**src/rtl/cache_mem_arbiter.sv**
```systemverilog
// cache_mem_arbiter: shares one multi-cycle memory between I-cache fills, D-cache
// fills and D-side write-through stores. Define ARB_RR_EN for D/I round-robin.
module cache_mem_arbiter #(
  parameter int ADDR_W      = 16,
  parameter int DATA_W      = 16,
  parameter int BLOCK_WORDS = 8,
  parameter int MEM_LAT     = 4
) (
  input  logic                           clk,
  input  logic                           rst,
  input  logic                           i_miss,
  input  logic [ADDR_W-1:0]              i_addr,
  input  logic                           d_miss,
  input  logic [ADDR_W-1:0]              d_addr,
  input  logic                           d_wr,
  input  logic [DATA_W-1:0]              d_wdata,
  output logic                           i_grant,
  output logic                           d_grant,
  output logic                           d_wr_ack,
  output logic                           fill_valid,
  output logic [$clog2(BLOCK_WORDS)-1:0] fill_word,
  output logic [DATA_W-1:0]              fill_data,
  output logic                           fill_done,
  output logic                           mem_en,
  output logic                           mem_wr,
  output logic [ADDR_W-1:0]              mem_addr,
  output logic [DATA_W-1:0]              mem_wdata,
  input  logic [DATA_W-1:0]              mem_rdata,
  input  logic                           mem_valid
);

  localparam int WORD_W = $clog2(BLOCK_WORDS);
  localparam int CNT_W  = WORD_W + 1;
  localparam int LAT_W  = $clog2(MEM_LAT + 1);
  localparam logic [ADDR_W-1:0] BLOCK_MASK = ADDR_W'(2 * BLOCK_WORDS - 1);

  typedef enum logic [1:0] {IDLE, WRITE, FILL, DONE} state_e;
  typedef enum logic {SIDE_D, SIDE_I} side_e;

  state_e              state_q, state_d;
  side_e               dst_q, dst_d;
  logic [ADDR_W-1:0]   addr_q, addr_d;
  logic [DATA_W-1:0]   wdata_q, wdata_d;
  logic [CNT_W-1:0]    issue_q, issue_d;
  logic [WORD_W-1:0]   rcv_q, rcv_d;
  logic [LAT_W-1:0]    lat_q, lat_d;
  logic                d_req, pick_i, issuing, accept;
`ifdef ARB_RR_EN
  side_e               rr_q, rr_d;
`endif

  assign d_req = d_wr | d_miss;
`ifdef ARB_RR_EN
  // rr_q names the side that wins a D-vs-I tie.
  assign pick_i = i_miss & (~d_req | (rr_q == SIDE_I));
`else
  assign pick_i = i_miss & ~d_req;
`endif

  assign issuing = (state_q == FILL) && (issue_q < CNT_W'(BLOCK_WORDS));
  // No read of this fill can return before MEM_LAT cycles have elapsed, so an
  // earlier mem_valid is a leftover from an aborted transaction and is dropped.
  assign accept  = (state_q == FILL) && mem_valid && (lat_q == LAT_W'(MEM_LAT));

  always_comb begin
    // NOTE: every variable gets a default before the case so no path infers a latch.
    state_d = state_q;
    dst_d   = dst_q;
    addr_d  = addr_q;
    wdata_d = wdata_q;
    issue_d = issue_q;
    rcv_d   = rcv_q;
    lat_d   = lat_q;
`ifdef ARB_RR_EN
    rr_d    = rr_q;
`endif
    unique case (state_q)
      IDLE: begin
        issue_d = '0;
        rcv_d   = '0;
        lat_d   = '0;
        if (pick_i) begin
          state_d = FILL;
          dst_d   = SIDE_I;
          addr_d  = i_addr;
        end else if (d_wr) begin
          state_d = WRITE;
          dst_d   = SIDE_D;
          addr_d  = d_addr;
          wdata_d = d_wdata;
        end else if (d_miss) begin
          state_d = FILL;
          dst_d   = SIDE_D;
          addr_d  = d_addr;
        end
`ifdef ARB_RR_EN
        if (pick_i) rr_d = SIDE_D;
        else if (d_req) rr_d = SIDE_I;
`endif
      end
      WRITE: state_d = IDLE;
      FILL: begin
        if (issuing) issue_d = issue_q + 1'b1;
        if (lat_q != LAT_W'(MEM_LAT)) lat_d = lat_q + 1'b1;
        if (accept) begin
          rcv_d = rcv_q + 1'b1;
          if (rcv_q == WORD_W'(BLOCK_WORDS - 1)) state_d = DONE;
        end
      end
      DONE: state_d = IDLE;
      default: state_d = IDLE;
    endcase
  end

  always_comb begin
    i_grant    = 1'b0;
    d_grant    = 1'b0;
    d_wr_ack   = 1'b0;
    mem_en     = 1'b0;
    mem_wr     = 1'b0;
    mem_addr   = '0;
    mem_wdata  = '0;
    fill_valid = 1'b0;
    fill_word  = '0;
    fill_data  = '0;
    fill_done  = 1'b0;
    case (state_q)
      WRITE: begin
        d_grant   = 1'b1;
        d_wr_ack  = 1'b1;
        mem_en    = 1'b1;
        mem_wr    = 1'b1;
        mem_addr  = addr_q & ~ADDR_W'(1);
        mem_wdata = wdata_q;
      end
      FILL: begin
        i_grant = (dst_q == SIDE_I);
        d_grant = (dst_q == SIDE_D);
        if (issuing) begin
          mem_en   = 1'b1;
          mem_addr = (addr_q & ~BLOCK_MASK) | ADDR_W'({issue_q[WORD_W-1:0], 1'b0});
        end
        if (accept) begin
          fill_valid = 1'b1;
          fill_word  = rcv_q;
          fill_data  = mem_rdata;
          fill_done  = (rcv_q == WORD_W'(BLOCK_WORDS - 1));
        end
      end
      default: ;
    endcase
  end

  // NOTE: reset is asynchronous, so an abort clears state (and thus every output) at once.
  always_ff @(posedge clk or posedge rst) begin
    if (rst) begin
      state_q <= IDLE;
      dst_q   <= SIDE_D;
      addr_q  <= '0;
      wdata_q <= '0;
      issue_q <= '0;
      rcv_q   <= '0;
      lat_q   <= '0;
    end else begin
      // NOTE: non-blocking assignments keep all registers updating from pre-edge values.
      state_q <= state_d;
      dst_q   <= dst_d;
      addr_q  <= addr_d;
      wdata_q <= wdata_d;
      issue_q <= issue_d;
      rcv_q   <= rcv_d;
      lat_q   <= lat_d;
    end
  end

`ifdef ARB_RR_EN
  always_ff @(posedge clk or posedge rst) begin
    if (rst) rr_q <= SIDE_D;
    else     rr_q <= rr_d;
  end
`endif

endmodule

```
**config.mk**
```make
export PLATFORM = sky130hd
export DESIGN_NAME = cache_mem_arbiter
export DESIGN_NICKNAME = d
export VERILOG_FILES = /design/src/rtl/cache_mem_arbiter.sv
export SDC_FILE = /design/constraint.sdc
export NUM_CORES = 1
export LEC_CHECK = 0
export BUFFER_PORTS_ARGS = -buffer_cell sky130_fd_sc_hd__buf_2
export CELL_PAD_IN_SITES_DETAIL_PLACEMENT = 0
export CELL_PAD_IN_SITES_GLOBAL_PLACEMENT = 1
export CORE_AREA = 2 2 90 92
export CTS_BUF_LIST = sky130_fd_sc_hd__clkbuf_2 sky130_fd_sc_hd__clkbuf_4 sky130_fd_sc_hd__clkbuf_8
export DETAILED_ROUTE_END_ITERATION = 8
export DIE_AREA = 0 0 92 94
export GPL_ROUTABILITY_DRIVEN = 0
export GPL_TIMING_DRIVEN = 0
export PLACE_DENSITY_LB_ADDON = 0.1
export SETUP_SLACK_MARGIN = 0.05
export SKIP_LAST_GASP = 1
export SLEW_MARGIN = 10
export SYNTH_ARGS = -nofsm -noshare
export SYNTH_HDL_FRONTEND = slang
export SYNTH_SLANG_ARGS = --single-unit
```
**constraint.sdc**
```tcl
create_clock -name clk -period 2.1 [get_ports clk]
set_clock_uncertainty 0.15 [all_clocks]
set_input_delay 0.105 -clock clk [delete_from_list [all_inputs] [get_ports clk]]
set_output_delay 0.105 -clock clk [all_outputs]
set_load 0.01 [all_outputs]
```
==> reports/qor_table.md <==
| Metric | Value |
|:---|:---|
| Post-synthesis instance total | 247 |
| Net count of the mapped netlist | 326 |
| Dominant synthesized flop cell | sky130_fd_sc_hd__dfrtp_1 |
| Fraction of the yosys area taken by sequential cells | 42.43% |
| Fill count | 703 |
| Required time worst endpoint | 1.85 ns |
| Largest cells by area after synthesis | sky130_fd_sc_hd__dfrtp_1 (42%), sky130_fd_sc_hd__and2_1 (12%), sky130_fd_sc_hd__mux2_4 (5.8%) |
| Portion of the clock cycle consumed by the worst path in the final layout | 95.97% |
| Number of DRC markers after the initial detailed-route iteration | 40 |
| Buffer depth of the longest clock path | 2 |
| Crit-path max FO | 5 |
| Area used by sequential logic in the layout | 1101 µm² |
| Max Cap Viol | 0 |
| First-pass GRT wire length | 11.45 mm |
| CP startpoint kind | register |
| Total detailed-routing wirelength | 6.976 mm |
| Routed WL per cell | 12.97 µm |
| Post-synthesis async set-or-reset flop share | 100.0% |
| Library cell with the highest instance count after synthesis | sky130_fd_sc_hd__and2_1 |
| Post-synthesis instance area | 2595 µm² |
| P&R area growth vs syn | 60.13% |
| Placed Area | 3363 µm² |
| Worst VDD drop | 0.6282 mV |
| Via/cell ratio | 4.424 |
| Number of clock buffers inserted by TritonCTS | 5 |
| Detailed-placement wirelength estimate | 4.561 mm |
| Clock root cell | sky130_fd_sc_hd__clkbuf_8 |
| Number of global-route vias before repair | 2421 |
| RSZ-0062 raised after global routing | true |
| ANT cells | 0 |
| Critical path endpoint category | output port |
| Clock-pin transition on the worst setup and hold timing paths | 0.08 ns |
| Leading cell types by count after synthesis | sky130_fd_sc_hd__and2_1 (49), sky130_fd_sc_hd__dfrtp_1 (44), sky130_fd_sc_hd__nor2_1 (22) |
| Startpoint-to-endpoint class of the critical path | reg -> out |
| Count of flip-flops with a built-in enable after synthesis | 0 |
| Global router's overall resource usage | 16.63% |
| Final Critical Period | 2.015 ns |
| Area of combinational cells with multiple inputs | 1404 µm² |
| Max-slew headroom at the worst pin | 66.64% |
| Number of warnings printed during yosys synthesis | 0 |
| Hold violation total from the final report | 0 |
| Synthesized area divided by synthesized cell count | 10.51 µm² |
| Detail Route Antenna Nets | 0 |
| Largest net degree at the start of global routing | 29 |
| Htree depth | 2 |
| Core Rows | 32 |
| Floorplan core area | 7607 µm² |
| Die ar. | 8648 µm² |
| Static Leakage | 0.002100 µW |
| Count of unique library cells instantiated by Yosys | 44 |
| Transition at the pin with the smallest max-transition slack | 0.4934 ns |
| Worst-skew pair later-pin latency | 0.30 ns |
| Highest clock rate | 496.2 MHz |
| Height of the die | 94 µm |
| Count of TritonRoute iterations in the first routing pass | 4 |
| IO buf count | 124 |
| Number of pins with negative max-slew slack in the final report | 0 |
| Number of clock sinks | 44 |
| Top cell type's share of synthesized area | 42.43% |
| Initial Util | 34.11% |
| X dimension of the die | 92 µm |
| Post-route DRC | 0 |
| CTS tree | yes |
| Final setup TNS | 0 ns |
| Number of top-level pins | 128 |
| Remaining global-route overflow | 0 |
| # nets final | 515 |
| Setup-failing EPs final | 0 |
| Class of the tightest hold or removal check | in -> reg |
| Post-synthesis register bit count | 44 |
| Post-route standard cell area excluding fillers | 4155 µm² |
| Worst endpoint data arrival time | 1.76 ns |
| Via total after detailed routing | 2380 |
| Post-synthesis cell type with the largest combined area | sky130_fd_sc_hd__dfrtp_1 |
| Run status | finished clean |
| Share of layout cells above drive strength 1 | 50.46% |
| PD cells | 1202 nW/µm² |
| Antenna violations before repair | 0 |
[routing by layer]
| layer | share of wire (%) | vias to the layer above | track usage [%] |
|---|---|---|---|
| met5 | 0 | - | 0 |
| met4 | 1.2 | 0 | 4.726 |
| met3 | 5.7 | 9 | 3.451 |
| met2 | 52 | 69 | 31.25 |
| met1 | 41 | 1102 | 19.01 |
| li1 | - | 1200 | - |
[logic make-up (layout without fill, tap and decap cells)]
family	Yosys count	in the layout	synth area share, %
buf+inv	23	212	6.075
simple gates	111	111	24.64
fa+ha+maj	9	9	4.340
flops	44	44	42.43
compound gates	39	39	12.49
xor+xnor	2	2	0.6751
other cells	1	1	0.1445
mux	18	18	9.209
[critical path, stage by stage (launching register included)]
cell and delay [ns]:
sky130_fd_sc_hd__dfrtp_1 0.43, sky130_fd_sc_hd__ha_4 0.18, sky130_fd_sc_hd__buf_6 0.11, sky130_fd_sc_hd__nor2b_4 0.12, sky130_fd_sc_hd__o21a_4 0.22, sky130_fd_sc_hd__buf_6 0.13, sky130_fd_sc_hd__and2_4 0.15, sky130_fd_sc_hd__buf_6 0.11
[cell type report]
type / instances / area share (%)
inverters: 7 / 0.6323
multi-input cells: 180 / 33.79
clock inverters: 2 / 0.3011
flip-flops and latches: 44 / 26.50
plain buffers: 16 / 3.463
clock buffers: 5 / 1.656
repair buffers: 182 / 30.59
well taps: 102 / 3.071
[path summary, 6_finish.rpt]
| kind | startpoint | end | slack, ns | depth (start not counted) |
|---|---|---|---|---|
| min | d_miss | addr_q[12] | 0.11 | 4 |
| min in group asynchronous | rst | wdata_q[6] | 0.19 | 3 |
| max | state_q[1] | mem_addr[6] | 0.08 | 7 |
| max in group asynchronous | rst | addr_q[8] | 1.12 | 4 |
| min reg2reg | wdata_q[0] | wdata_q[0] | 0.35 | 1 |
| max reg2reg | state_q[1] | addr_q[11] | 0.13 | 7 |
[power by group]
group	internal, µW	switching [µW]	total (µW)
clock	226	302	527
sequential	1220	215	1430
combinational	1710	1320	3030
total	3160	1840	4990
[timing repair]
item                                    CTS  global route
gates cloned                              1             0
resized for setup                        12            37
setup buffers                             7             1
hold buffers                             48             0
pin swaps                                 1            10
endpoints found under the hold margin    76             0
endpoints found under the setup margin   45            45
[registers in the layout, summed over array words and instances (netlist names)]
signal / count
state_q: 2
lat_q: 3
addr_q: 15
issue_q: 4
dst_q: 1
wdata_q: 16
rcv_q: 3
[cells in the final DEF (no fill, tap or decap), drive strengths merged, types with 2 or more instances in the layout]
cell / netlist / final
buf: 13 / 147
and2: 49 / 49
dlygate4sd3: 0 / 48
dfrtp: 44 / 44
nor2: 31 / 31
mux2: 17 / 17
o22ai: 15 / 15
nand2: 11 / 11
o21ai: 9 / 9
ha: 9 / 9
clkbuf: 3 / 8
inv: 7 / 7
nor2b: 6 / 6
nand2b: 5 / 5
a21oi: 3 / 3
a22oi: 3 / 3
nand4: 2 / 2
a2bb2oi: 2 / 2
xnor2: 2 / 2
[metrics by stage]
step / instances / total power (µW) / hold WS, ns / utilization [%] / worst slack, ns
final: 538 / 4994 / 0.1149 / 54.62 / 0.08461
after detailed placement: 474 / 3847 / -0.03079 / 44.21 / 0.1519
after global placement: 473 / 3819 / 0.1877 / 43.95 / 0.09665
after floorplan: 247 / 3104 / 0.09763 / - / 0.4294
after global routing: 538 / 5424 / 0.1257 / 54.62 / 0.02067
after CTS: 537 / 4693 / 0.1183 / 52.88 / 0.02351
(Power assumes the default switching activity.)
